[src/rtl/pipe_hazard_ctrl.sv]
// pipe_hazard_ctrl: stall/flush sequencer for the 5-stage RV32IC pipeline.
// Drives the PC and every pipeline-register Stall/Flush from the current state
// and the hazard inputs with zero latency. It remembers a redirect that arrived
// while an I-miss was pending, and it runs a sticky watchdog on long D-mem waits.
// Optional macro PIPE_HAZARD_PERF_EN builds the stall/flush performance counters.
// When the macro is not defined, both counter outputs are tied to 0.
module pipe_hazard_ctrl #(
    parameter int RESET_FLUSH_CYCLES = 2,
    parameter int DMEM_TIMEOUT       = 255
) (
    input  logic        clk,
    input  logic        rst_n,
    input  logic [4:0]  ifid_rs1_addr,
    input  logic [4:0]  ifid_rs2_addr,
    input  logic        ifid_uses_rs1,
    input  logic        ifid_uses_rs2,
    input  logic        idex_memread,
    input  logic [4:0]  idex_rdaddr,
    input  logic        ex_mispredict,
    input  logic        icache_stall,
    input  logic        dcache_stall,
    output logic        pc_stall_o,
    output logic        redirect_replay_o,
    output logic        ifid_stall_o,
    output logic        ifid_flush_o,
    output logic        idex_stall_o,
    output logic        idex_flush_o,
    output logic        exmem_stall_o,
    output logic        memwb_stall_o,
    output logic        mem_timeout_o,
    output logic [31:0] stall_cycles_o,
    output logic [31:0] flush_events_o
);

    typedef enum logic [2:0] {
        ST_INIT, ST_RUN, ST_DWAIT, ST_DWAIT_I, ST_IWAIT, ST_IWAIT_KILL
    } state_t;

    localparam logic [15:0] INIT_LOAD   = 16'(RESET_FLUSH_CYCLES - 1);
    localparam logic [15:0] TIMEOUT_VAL = 16'(DMEM_TIMEOUT);

    state_t      state_reg, state_next;
    logic [15:0] init_cnt_reg, init_cnt_next;
    logic [15:0] wdog_reg, wdog_next;
    logic        timeout_reg, timeout_next;

    logic loaduse;
    logic freeze_mode;
    logic iwait_like;

    assign loaduse = idex_memread && (idex_rdaddr != 5'd0) &&
                     ((ifid_uses_rs1 && (ifid_rs1_addr == idex_rdaddr)) ||
                      (ifid_uses_rs2 && (ifid_rs2_addr == idex_rdaddr)));

    // A D-wait state that still has the cache stalled keeps the whole pipe frozen.
    assign freeze_mode = ((state_reg == ST_DWAIT) || (state_reg == ST_DWAIT_I)) && dcache_stall;

    // A D-wait that is leaving during an I-miss falls straight into the I-wait rules.
    // Both the I-wait state and that D-wait case behave as an I-wait while the I-miss holds.
    assign iwait_like = ((state_reg == ST_IWAIT) ||
                         ((state_reg == ST_DWAIT_I) && !dcache_stall)) && icache_stall;

    assign mem_timeout_o = timeout_reg;

    // State register with init counter, D-mem watchdog and sticky timeout flag
    always_ff @(posedge clk or negedge rst_n) begin
        if (!rst_n) begin
            state_reg    <= ST_INIT;
            init_cnt_reg <= INIT_LOAD;
            wdog_reg     <= 16'd0;
            timeout_reg  <= 1'b0;
        end else begin
            state_reg    <= state_next;
            init_cnt_reg <= init_cnt_next;
            wdog_reg     <= wdog_next;
            timeout_reg  <= timeout_next;
        end
    end

    // Next-state selection. Any state that is leaving a wait re-evaluates the RUN priority in the same cycle.
    always_comb begin
        state_next    = state_reg;
        init_cnt_next = init_cnt_reg;
        wdog_next     = 16'd0;
        timeout_next  = timeout_reg;
        if (state_reg == ST_INIT) begin
            if (init_cnt_reg == 16'd0) state_next = ST_RUN;
            else                       init_cnt_next = init_cnt_reg - 16'd1;
        end else if (freeze_mode) begin
            if (wdog_reg != TIMEOUT_VAL) wdog_next = wdog_reg + 16'd1;
            else                         wdog_next = wdog_reg;
            if ((wdog_reg + 16'd1) >= TIMEOUT_VAL) timeout_next = 1'b1;
        end else if (state_reg == ST_IWAIT_KILL) begin
            if (!dcache_stall && !icache_stall) state_next = ST_RUN;
        end else if (iwait_like) begin
            if (dcache_stall)       state_next = ST_DWAIT_I;
            else if (ex_mispredict) state_next = ST_IWAIT_KILL;
            else                    state_next = ST_IWAIT;
        end else begin
            if (dcache_stall)       state_next = ST_DWAIT;
            else if (ex_mispredict) state_next = icache_stall ? ST_IWAIT_KILL : ST_RUN;
            else if (loaduse)       state_next = ST_RUN;
            else if (icache_stall)  state_next = ST_IWAIT;
            else                    state_next = ST_RUN;
        end
    end

    // Stall/flush outputs, combinational from state and hazard inputs
    always_comb begin
        pc_stall_o        = 1'b0;
        redirect_replay_o = 1'b0;
        ifid_stall_o      = 1'b0;
        ifid_flush_o      = 1'b0;
        idex_stall_o      = 1'b0;
        idex_flush_o      = 1'b0;
        exmem_stall_o     = 1'b0;
        memwb_stall_o     = 1'b0;
        if (state_reg == ST_INIT) begin
            pc_stall_o   = 1'b1;
            ifid_flush_o = 1'b1;
            idex_flush_o = 1'b1;
        end else if (freeze_mode || dcache_stall) begin
            // A D-mem stall dominates every other event in every running state.
            pc_stall_o    = 1'b1;
            ifid_stall_o  = 1'b1;
            idex_stall_o  = 1'b1;
            exmem_stall_o = 1'b1;
            memwb_stall_o = 1'b1;
        end else if (state_reg == ST_IWAIT_KILL) begin
            ifid_flush_o = 1'b1;
            if (icache_stall) pc_stall_o = 1'b1;
            else              redirect_replay_o = 1'b1;
        end else if (iwait_like) begin
            pc_stall_o = 1'b1;
            if (ex_mispredict) begin
                ifid_flush_o = 1'b1;
                idex_flush_o = 1'b1;
            end else if (loaduse) begin
                ifid_stall_o = 1'b1;
                idex_flush_o = 1'b1;
            end else begin
                ifid_flush_o = 1'b1;
            end
        end else begin
            if (ex_mispredict) begin
                ifid_flush_o = 1'b1;
                idex_flush_o = 1'b1;
                pc_stall_o   = icache_stall;
            end else if (loaduse) begin
                pc_stall_o   = 1'b1;
                ifid_stall_o = 1'b1;
                idex_flush_o = 1'b1;
            end else if (icache_stall) begin
                pc_stall_o   = 1'b1;
                ifid_flush_o = 1'b1;
            end
        end
    end

`ifdef PIPE_HAZARD_PERF_EN
    logic [31:0] stall_cnt_reg;
    logic [31:0] flush_cnt_reg;

    // Saturating performance counters. Cycles spent in the post-reset flush are not counted.
    always_ff @(posedge clk or negedge rst_n) begin
        if (!rst_n) begin
            stall_cnt_reg <= 32'd0;
            flush_cnt_reg <= 32'd0;
        end else if (state_reg != ST_INIT) begin
            if (pc_stall_o && (stall_cnt_reg != 32'hFFFF_FFFF))
                stall_cnt_reg <= stall_cnt_reg + 32'd1;
            if ((ifid_flush_o || idex_flush_o) && (flush_cnt_reg != 32'hFFFF_FFFF))
                flush_cnt_reg <= flush_cnt_reg + 32'd1;
        end
    end

    assign stall_cycles_o = stall_cnt_reg;
    assign flush_events_o = flush_cnt_reg;
`else
    assign stall_cycles_o = 32'd0;
    assign flush_events_o = 32'd0;
`endif

endmodule
[config.mk]
export PLATFORM = sky130hd
export DESIGN_NAME = pipe_hazard_ctrl
export DESIGN_NICKNAME = d
export VERILOG_FILES = /design/src/rtl/pipe_hazard_ctrl.sv
export SDC_FILE = /design/constraint.sdc
export NUM_CORES = 1
export LEC_CHECK = 0
export ABC_AREA = 1
export CORE_MARGIN = 4
export CORE_UTILIZATION = 48
export CTS_BUF_LIST = sky130_fd_sc_hd__clkbuf_4 sky130_fd_sc_hd__clkbuf_8
export DETAILED_ROUTE_END_ITERATION = 16
export HOLD_SLACK_MARGIN = 0.15
export PLACE_DENSITY = 0.8
export SLEW_MARGIN = 0
export SYNTH_ARGS = -nofsm -noshare
export SYNTH_HDL_FRONTEND = slang
export SYNTH_SLANG_ARGS = --single-unit
[constraint.sdc]
create_clock -name clk -period 1.79 [get_ports clk]
set_input_delay 0.358 -clock clk [delete_from_list [all_inputs] [get_ports clk]]
set_output_delay 0.358 -clock clk [all_outputs]
set_load 0.05 [all_outputs]
---- Yosys cells after proc, flatten, opt, wreduce, memory -nomap -nowiden ----
Index checks and enable logic that the tools add are counted.
operators by class
  muxes and demuxes ....................... 46
  bitwise logic cells ..................... 2
  add/sub/neg operators ................... 2
  reductions and logical operators ........ 20
  eq/ne operators ......................... 11
  order comparisons ....................... 1
operator list
  operator               number
  $mux 16                3
  $mux 3                 12
  $mux 1                 31
  $add 16x1->16 const B  1
  $ge 16x8->1 const B    1
  $logic_not 16->1       1
  $ne 16x8->1 const B    1
  $sub 16x1->16 const B  1
  $eq 5x5->1             2
  $logic_and 1x1->1      8
  $eq 3x2->1 const B     2
  $eq 3x3->1 const B     2
  $reduce_and 3->1       2
  $reduce_bool 5->1      1
  $logic_or 1x1->1       4
  $ne 2x1->1 const B     2
  $logic_not 3->1        1
  $ne 3x1->1 const B     1
  $ne 3x2->1 const B     1
  $logic_not 1->1        2
  $not 1->1              2
  $reduce_and 2->1       1
storage, ports and cells
  output and inout bits ................... 73
  logic and storage cells ................. 86
  register bits ........................... 36
  bits of input ports ..................... 23

---- Longest topological paths before layout ----
  depth after elaboration ................. 11
  mapped depth ............................ 13
  depth with buffers taken out ............ 13

---- Least setup slack after synthesis ----
No wires, ideal clock.
  path type ............................... reg2out
  start ................................... register state_reg[1]
  end ..................................... output port ifid_flush_o
  stages on the path, launching flop included .. 6
  required time ........................... 1.432 ns
  buffers on the path ..................... 0
  setup slack ............................. -0.369 ns
  arrival time ............................ 1.801 ns
  path through ............................ dfrtp_1 inv_2 nand2_1 nor2_4 nor2_1 a21oi_1
between the ends
  word-level cells in the longest chain between the ends .. 8
  elaborated cells between the ends (all ways) .. 15
  those cells by class .................... 4 x eq/ne; 4 x mux; 7 x reduce/logical
ends and longest elaborated chain
  item                    RTL line  source
  from (decl)             42        state_t state_reg, state_next;
  from (signal assigned)  73        state_reg <= state_next;
  $eq 3x2->1              56, 61
  $logic_and 1x1->1       61        ((state_reg == ST_DWAIT_I) && !dcache_stall)) && icache_stall;
  $logic_or 1x1->1        60        assign iwait_like = ((state_reg == ST_IWAIT) ||
  $logic_and 1x1->1       61
  $mux 1                  133       end else if (iwait_like) begin
  $mux 1                  129       end else if (state_reg == ST_IWAIT_KILL) begin
  $mux 1                  122       end else if (freeze_mode || dcache_stall) begin
  $mux 1 *                118       if (state_reg == ST_INIT) begin
  to (decl)               25        output logic ifid_flush_o,
Every way passes the cells marked *; elsewhere a longest branch is shown, timed or not.

---- Final worst setup path ----
  start ................................... register state_reg[2]
  end ..................................... output port ifid_flush_o
The elaborated chain is that of the path after synthesis.

==> impl_metrics.env <==
export IMPL_coreArea_um2=5890
export IMPL_fillers=466
export IMPL_grt_pass1_wl_um=10900
export IMPL_violations="setup timing"
export IMPL_die_w_um=85.7
export IMPL_track_usage_pct=18.2
export IMPL_viasPerCell=4.74
export IMPL_yosys_register_bits=36
export IMPL_rows=28
export IMPL_finClkSkew_ns=0.00956
export IMPL_clkLatencyLatePin_ns=0.30
export IMPL_critPathKind="flip-flop to output port"
export IMPL_cp_depth=7
export IMPL_place_congestion=0.868
export IMPL_crit_end="ifid_flush_o"
export IMPL_drcViolationCount=0
export IMPL_grt_overflow=0
export IMPL_r2r_start="state_reg[2]"
export IMPL_min_period_over_period_pct=108
export IMPL_cts_tree="yes"
export IMPL_critPathBufInv=3
export IMPL_final_nets=500
export IMPL_cp_slowest_cell="dfrtp_1"
export IMPL_cap_violations=0
export IMPL_htreeDepth=2
export IMPL_whs_ns=0.432
export IMPL_cp_top_family="flip-flops"
export IMPL_finalSetupViolCount=9
export IMPL_r2r_end="state_reg[0]"
export IMPL_syn_to_final_growth_pct=33.2
export IMPL_setup_ws_ns=-0.144
export IMPL_critPathMostFrequentCell="inv_2"
export IMPL_path_cells="inv_2 -> nor3_4 -> inv_2 -> nand2_2 -> nor2_2 -> a21oi_2 -> buf_12"
export IMPL_dieArea_um2=7340
export IMPL_max_freq_mhz=517
export IMPL_syn_inst=388
export IMPL_tns_ns=-0.709
export IMPL_finalHoldViolCount=0
export IMPL_crit_start="state_reg[2]"
export IMPL_seq_area_frac_synth_pct=31.2
export IMPL_vdd_ir_drop_max_uv=460
export IMPL_cts_sinks=36
export IMPL_p_leak_nw=2.02
export IMPL_max_stage_delay_ns=0.41
export IMPL_period_minus_slack_ns=1.93
export IMPL_io_pins=96
export IMPL_endpoint_kind="output port"
export IMPL_die_h_um=85.7
export IMPL_drive_above_1_share_pct=34.5
export IMPL_p_per_area_nw_per_um2=820
export IMPL_clockBufferDepth=2
export IMPL_hp_class="primary input to asynchronous set/reset pin"
export IMPL_rsz0062_at_grt="yes"
export IMPL_status="finished with violations"
export IMPL_num_vias=2611
export IMPL_drv_slew=0
export IMPL_path_clk_slew_ns=0.08
export IMPL_dp_worst_setup_slack_ns=-0.389
export IMPL_yosysUniqueCellTypes=33
export IMPL_hpwl_um=4640
export IMPL_cts_hold_buf=0
export IMPL_drt_total_wl_um=7650
export IMPL_critPathLaunchType="flip-flop"
export IMPL_syn_avg_cell_area_um2=7.46
export IMPL_io_buffers=31
export IMPL_grt_max_degree=37
export IMPL_p_total_mw=3.16
export IMPL_required_ns=1.43
export IMPL_cts_root_buf="clkbuf_8"
export IMPL_drtIter0Drc=104
export IMPL_arrival_ns=1.58
export IMPL_antenna_left=0
export IMPL_drt_pass1_iter_count=4
export IMPL_cp_max_fo=4
export IMPL_antenna_found_initial=1
export IMPL_cts_buffers=5
export IMPL_wl_per_cell_um=13.9
export IMPL_yosysWarnings=0
export IMPL_initial_core_util_pct=49.2
export IMPL_grt_pass1_vias=2464
export IMPL_syn_area_um2=2900
export IMPL_ff2ff_setup_slack_ns=-0.08
export IMPL_r2r_cells=13
==> timing repair <==
action,CTS,global route
gates resized for setup,67,68
buffers inserted,27,8
endpoints found under the setup margin,8,30
pin swaps,28,33
endpoints found under the hold margin,0,0
==> through the flow <==
step / std cells / cell area, um^2 / utilization (%)
3_3_place_gp: 508 / 3280 / 55.8
6_report: 551 / 3860 / 65.5
4_1_cts: 543 / 3610 / 61.3
5_1_grt: 551 / 3860 / 65.5
2_1_floorplan: 451 / 3140 / -
3_5_place_dp: 508 / 3280 / 55.8
==> kinds of logic (layout without fill, tap and decap cells) <==
family,Yosys count,in the layout,share of synthesized area [%]
xor+xnor,23,23,6.96
mux,1,1,0.518
fa+ha+maj,3,3,1.30
flops,36,36,31.2
other cells,1,65,0.130
buf+inv,115,139,23.8
compound gates,22,22,3.89
simple gates,187,187,32.3
==> report_power, final <==
part	internal (mW)	leakage, nW	switching [mW]
Clock	0.412	0.0541	0.326
Combinational	0.613	1.47	0.928
Sequential	0.845	0.487	0.0376
Total	1.87	2.02	1.29
==> metal layers <==
layer / up-vias / routed length (um) / global-route usage, %
li1: 1253 / - / -
met1: 1230 / 2740 / 20.3
met2: 97 / 4210 / 34.4
met3: 31 / 357 / 2.79
met4: 0 / 336 / 7.34
met5: - / 0 / 0
==> worst min-delay path by stage <==
stage | from | end | cells past startpoint
final | rst_n | wdog_reg[2] | 2
after global routing | rst_n | wdog_reg[5] | 2
after CTS | rst_n | wdog_reg[2] | 2
after detailed placement | mem_timeout_o | mem_timeout_o | 2
after global placement | mem_timeout_o | mem_timeout_o | 2
after floorplan | rst_n | init_cnt_reg[10] | 0
==> final cells by class <==
class                           instances  area (um^2)  area share, %
Multi-Input combinational cell        300         1740           45.2
Sequential cell                        36          903           23.4
Clock inverter                          3         42.5           1.10
Antenna cell                            1         2.50         0.0649
Timing Repair Buffer                   84          815           21.1
Tap cell                               75         93.8           2.43
Inverter                               47          189           4.90
Clock buffer                            5         68.8           1.78
==> placed cells by master (no fill, tap or decap), types with 2 or more instances in the layout <==
| cell | n |
|---|---|
| nor4_1 | 2 |
| nor3b_1 | 2 |
| nor2_4 | 13 |
| nor2_8 | 2 |
| dfrtp_1 | 34 |
| buf_6 | 9 |
| nor2_1 | 35 |
| clkbuf_2 | 5 |
| o21ai_0 | 10 |
| xor2_2 | 4 |
| dlymetal6s2s_1 | 2 |
| conb_1 | 64 |
| nor3_1 | 6 |
| clkdlybuf4s50_1 | 3 |
| a21oi_2 | 2 |
| nand2_4 | 3 |
| xor2_1 | 12 |
| inv_4 | 2 |
| clkbuf_8 | 5 |
| nand2_2 | 11 |
| nand3_1 | 15 |
| ha_4 | 2 |
| nor3_4 | 2 |
| inv_2 | 17 |
| o21ai_1 | 7 |
| nand2_1 | 71 |
| buf_2 | 3 |
| inv_1 | 27 |
| buf_4 | 48 |
| nor2_2 | 8 |
| xnor2_1 | 7 |
| dlygate4sd2_1 | 2 |
| buf_12 | 12 |
| nand3_2 | 5 |
| nand4_1 | 9 |
==> synth_stat cells <==
cell | n | share of area [%]
a21boi_1 | 1 | 0.26
conb_1 | 1 | 0.13
dfstp_2 | 1 | 0.91
nor3_2 | 1 | 0.35
a21oi_1 | 3 | 0.52
dfrtp_1 | 35 | 30
nand2_2 | 6 | 1.3
ha_1 | 3 | 1.3
nor4_1 | 2 | 0.43
nand3_1 | 18 | 3.1
inv_1 | 39 | 5.1
buf_6 | 1 | 0.39
nor3b_1 | 2 | 0.52
nor3_4 | 1 | 0.56
nand4_4 | 1 | 0.73
inv_2 | 8 | 1.0
o21ai_0 | 14 | 2.4
buf_2 | 1 | 0.17
nand2_4 | 1 | 0.39
xnor2_1 | 7 | 2.1
nor3_1 | 6 | 1.0
nor2_4 | 4 | 1.6
buf_4 | 66 | 17
nand2_1 | 78 | 10
nor2_8 | 2 | 1.4
nand4_1 | 9 | 1.9
mux2_4 | 1 | 0.52
nor2_2 | 4 | 0.86
nand3_2 | 3 | 1.0
xor2_1 | 16 | 4.8
nor4_4 | 1 | 0.73
nor2_1 | 48 | 6.2
o21ai_1 | 4 | 0.69
(Power assumes the default switching activity.)
